**src/rtl/ripple_accumulator_pkg.sv**
```systemverilog
// ripple_accumulator shared definitions
// state encoding and adder result width
package ripple_accumulator_pkg;

  localparam int RES_W = 5;

  typedef enum logic [1:0] {
    S_IDLE = 2'd0,
    S_ADD  = 2'd1,
    S_DONE = 2'd2
  } state_t;

endpackage

```
**src/rtl/acc_sat_add.sv**
```systemverilog
// ripple_accumulator adder
// total + operand with carry and optional clamp
module acc_sat_add
  import ripple_accumulator_pkg::*;
#(
  parameter int ACC_W    = 8,
  parameter bit SATURATE = 1'b0
) (
  input  logic [ACC_W-1:0] acc,
  input  logic [RES_W-1:0] operand,
  output logic [ACC_W-1:0] sum,
  output logic             carry
);

  logic [ACC_W:0] wide;

  // widen both sides by one bit so the carry is kept
  always_comb begin
    wide  = {1'b0, acc}
          + {{(ACC_W + 1 - RES_W){1'b0}}, operand};
    carry = wide[ACC_W];
    sum   = wide[ACC_W-1:0];
    if (SATURATE && carry) begin
      sum = '1;
    end
  end

endmodule

```
**src/rtl/ripple_accumulator.sv**
```systemverilog
// ripple_accumulator top
// handshake FSM, operand latch, total/count/flag
module ripple_accumulator
  import ripple_accumulator_pkg::*;
#(
  parameter int ACC_W    = 8,
  parameter int CNT_W    = 4,
  parameter bit SATURATE = 1'b0
) (
  input  logic             clk,
  input  logic             resetn,
  input  logic             in_valid,
  input  logic [RES_W-1:0] in_data,
  output logic             in_ready,
  input  logic             clear,
  output logic [ACC_W-1:0] acc_out,
  output logic             out_valid,
  output logic [CNT_W-1:0] op_count,
  output logic             overflow
);

  state_t           state;
  state_t           state_nxt;
  logic [RES_W-1:0] operand;
  logic [ACC_W-1:0] acc_nxt;
  logic             carry;

  acc_sat_add #(
    .ACC_W   (ACC_W),
    .SATURATE(SATURATE)
  ) u_add (
    .acc    (acc_out),
    .operand(operand),
    .sum    (acc_nxt),
    .carry  (carry)
  );

  // state register; clear forces idle
  always_ff @(posedge clk or negedge resetn) begin
    if (!resetn) begin
      state <= S_IDLE;
    end else if (clear) begin
      state <= S_IDLE;
    end else begin
      state <= state_nxt;
    end
  end

  // next state and Moore outputs
  always_comb begin
    state_nxt = state;
    in_ready  = 1'b0;
    out_valid = 1'b0;
    unique case (state)
      S_IDLE: begin
        in_ready = 1'b1;
        if (in_valid) begin
          state_nxt = S_ADD;
        end
      end
      S_ADD: begin
        state_nxt = S_DONE;
      end
      S_DONE: begin
        out_valid = 1'b1;
        state_nxt = S_IDLE;
      end
      default: begin
        state_nxt = S_IDLE;
      end
    endcase
  end

  // operand latched only on the accepting edge
  always_ff @(posedge clk or negedge resetn) begin
    if (!resetn) begin
      operand <= '0;
    end else if (clear) begin
      operand <= '0;
    end else if (state == S_IDLE && in_valid) begin
      operand <= in_data;
    end
  end

  // total, counter and sticky flag update in ADD
  always_ff @(posedge clk or negedge resetn) begin
    if (!resetn) begin
      acc_out  <= '0;
      op_count <= '0;
      overflow <= 1'b0;
    end else if (clear) begin
      acc_out  <= '0;
      op_count <= '0;
      overflow <= 1'b0;
    end else if (state == S_ADD) begin
      acc_out  <= acc_nxt;
      op_count <= op_count + 1'b1;
      if (carry) begin
        overflow <= 1'b1;
      end
    end
  end

endmodule
```
**config.mk**
```make
export PLATFORM = sky130hd
export DESIGN_NAME = ripple_accumulator
export DESIGN_NICKNAME = d
export VERILOG_FILES = /design/src/rtl/ripple_accumulator_pkg.sv /design/src/rtl/acc_sat_add.sv /design/src/rtl/ripple_accumulator.sv
export SDC_FILE = /design/constraint.sdc
export NUM_CORES = 1
export LEC_CHECK = 0
export CORE_MARGIN = 2
export CORE_UTILIZATION = 55
export CTS_BUF_LIST = sky130_fd_sc_hd__clkbuf_8
export DETAILED_ROUTE_END_ITERATION = 10
export PLACE_DENSITY = 0.95
export SYNTH_ARGS = -nofsm -noshare
export SYNTH_HDL_FRONTEND = slang
export SYNTH_SLANG_ARGS = --single-unit
```
**constraint.sdc**
```tcl
create_clock -name clk -period 2.85 [get_ports clk]
set_input_delay 0.285 -clock clk [delete_from_list [all_inputs] [get_ports clk]]
set_output_delay 0.285 -clock clk [all_outputs]
set_load 0.03 [all_outputs]
```
==> metrics.md <==
| Metric | Value |
|---|---|
| H-Tree Depth | 1 |
| Gr ovfl total | 0 |
| Synthesis-to-layout area growth | 30.5% |
| Minimum hold slack | 0.517 ns |
| Worst-path fanout max | 3 |
| Worst setup path startpoint | acc_out[0] |
| Clock edge transition at the registers on the reported setup and hold paths | 0.08 ns |
| Vias in the first global route | 759 |
| Vias | 851 |
| Detailed Route WL | 2.19 mm |
| Iteration-0 DRC count of the detailed router | 16 |
| GRT Overall Usage | 22.8% |
| Post-synth EDFFs | 0 |
| Largest net degree at the start of global routing | 21 |
| Worst slew pin tran | 0.877 ns |
| Final setup violation count | 0 |
| Outcome | finished clean |
| Syn Nets | 119 |
| Sequential fraction of the synthesis area | 48.4% |
| Upper clock frequency limit | 0.510 GHz |
| Rel. slew slack | 41.3% |
| Setup Skew | 0.00154 ns |
| Initial core utilization | 59.3% |
| Post-cts resize count | 0 |
| Post-Syn Area | 0.00103 mm2 |
| Cell accounting for the most synthesized area | dfrtp_1 |
| Hold Violations, Final | 0 |
| Clk sink count | 20 |
| Routed Antenna Nets | 0 |
| Diode count | 0 |
| Post-CTS Setup Repair Bufs | 0 |
| Fillers | 114 |
| Core area | 0.00175 mm2 |
| # rows | 15 |
| Hold_buf cts | 0 |
| Die W | 47.4 um |
| Share of flip-flops with an asynchronous set or reset | 100% |
| Post-route clock period utilization | 68.8% |
| Pre-CTS setup slack | 0.956 ns |
| PwrDens | 507 mW/mm2 |
| RR Startpoint | acc_out[0] |
| Yosys warns | 0 |
| DIE HEIGHT | 47.4 um |
| Maximum Capacitance Violations | 0 |
| Final core occ | 77.3% |
| CTS root buffer | clkbuf_8 |
| Min-delay worst type | input port to asynchronous set/reset pin |
| FF+latch count, synth | 20 |
| WS Path Type | flip-flop to flip-flop |
| Fin cells | 151 |
| Initial antenna violation count | 0 |
| Final min period | 1.96 ns |
| Post-DP HPWL | 1.56 mm |
| PortBufs | 23 |
| Fin Setup TNS | 0 ns |
| Static leakage power | 0.611 nW |
| Avg Vias per Cell | 5.64 |
| Die area | 0.00224 mm2 |
| Avg Cell Area, Syn | 10.0 um2 |
| Share of cells above drive strength 1 | 6.35% |
| WP data required | 3.03 ns |
| Crit. End Element | flip-flop |
| Top cells by area, synth | dfrtp_1, ha_1, nor2_1 |
| Placed instance count | 147 |
| CP Launch Type | flip-flop |
| I/O pin count | 24 |
| # nets final | 143 |
| Post-Synthesis Cells | 103 |
| Routed len/inst | 14.5 um |
| CTS tree | built |
| Crit path DAT | 2.14 ns |
| Setup ws final | 0.889 ns |
| RSZ-0062 raised after global routing | false |
| Peak supply drop | 0.343 mV |
| Synth top area share | 48.4% |
| Netlist cell types | 32 |
| RePlAce Congestion | 0.792 |
| Clk buf depth | 2 |
| DRC Markers | 0 |
| Num CTS Buffers | 3 |
| Prevailing post-synth register cell | dfrtp_1 |
| First-pass GRT wire length | 3.46 mm |
| First-pass iteration count of the detailed router | 5 |
| Worst-skew pair later-pin latency | 0.26 ns |
| Slew Limit Fails | 0 |
-- path summary, 6_finish.rpt --
path / endpoint / slack (ns) / depth (start not counted)
hold / removal: acc_out[4] / 0.52 / 1
hold reg to reg: overflow / 0.53 / 2
max in group asynchronous: operand[4] / 1.80 / 1
setup reg to reg: acc_out[6] / 0.89 / 6
min in group clk: overflow / 0.53 / 2
setup / recovery: acc_out[6] / 0.89 / 6
-- cells by family (layout without fill, tap and decap cells) --
kind of cell / Yosys count / after routing / synth area share [%]
flip-flops: 20 / 20 / 48.4
AND/OR/NAND/NOR: 38 / 38 / 17.2
XOR/XNOR: 4 / 4 / 3.39
adder cells (fa/ha/maj): 7 / 7 / 9.19
buffers and inverters: 5 / 28 / 2.06
multiplexers: 5 / 5 / 4.84
AO/OA/AOI/OAI: 24 / 24 / 15.0
-- layout make-up --
cell class	count	area, um2	share of cell area (%)
Tap cell	25	31.3	2.32
Timing Repair Buffer	23	230	17.1
Inverter	1	3.75	0.278
Clock buffer	3	41.3	3.06
Sequential cell	20	500	37.1
Multi-Input combinational cell	78	513	38.0
Clock inverter	1	30.0	2.22
-- cell usage in the layout (no fill, tap or decap), types with 3 or more instances in the layout --
| cell | count |
|---|---|
| clkdlybuf4s50_1 | 23 |
| dfrtp_1 | 20 |
| nor2_1 | 15 |
| nand2_1 | 10 |
| a21oi_1 | 7 |
| ha_1 | 6 |
| mux2i_1 | 5 |
| o21ai_0 | 5 |
| clkbuf_8 | 3 |
-- synth_stat cells, types with 5 or more instances --
master	number
ha_1	6
o21ai_0	5
a21oi_1	7
nand2_1	10
nor2_1	15
dfrtp_1	20
mux2i_1	5
-- where the power goes --
group | internal (W) | total [W] | leakage, nW | switching [W]
clock | 0.000188 | 0.000287 | 0.0357 | 0.0000989
combinational | 0.0000412 | 0.0000940 | 0.301 | 0.0000528
sequential | 0.000294 | 0.000303 | 0.274 | 0.00000967
-- sequential cells by signal (all words and copies together) (netlist names) --
register	count
acc_out	8
op_count	4
operand	5
overflow	1
state	2
-- critical path: stages (launching register included) --
cell and delay (ns):
dfrtp_1 0.42, ha_1 0.24, fa_1 0.42, a211oi_2 0.26, o21bai_1 0.15, a31o_2 0.27
a21oi_1 0.12
-- metrics by stage --
step                      power [W]  area, um2
after floorplan            0.000363       1030
after global placement     0.000398       1280
after detailed placement   0.000401       1280
after CTS                  0.000684       1350
after global routing       0.000702       1350
final                      0.000684       1350
-- routing by layer --
| layer | track usage (%) | wire [um] | up-vias |
|---|---|---|---|
| li1 | - | - | 403 |
| met1 | 31.9 | 986 | 412 |
| met2 | 35.7 | 1070 | 31 |
| met3 | 3.46 | 94 | 5 |
| met4 | 8.33 | 42 | 0 |
| met5 | 0 | 0 | - |
No activity file was read; power rests on OpenSTA's default activity.
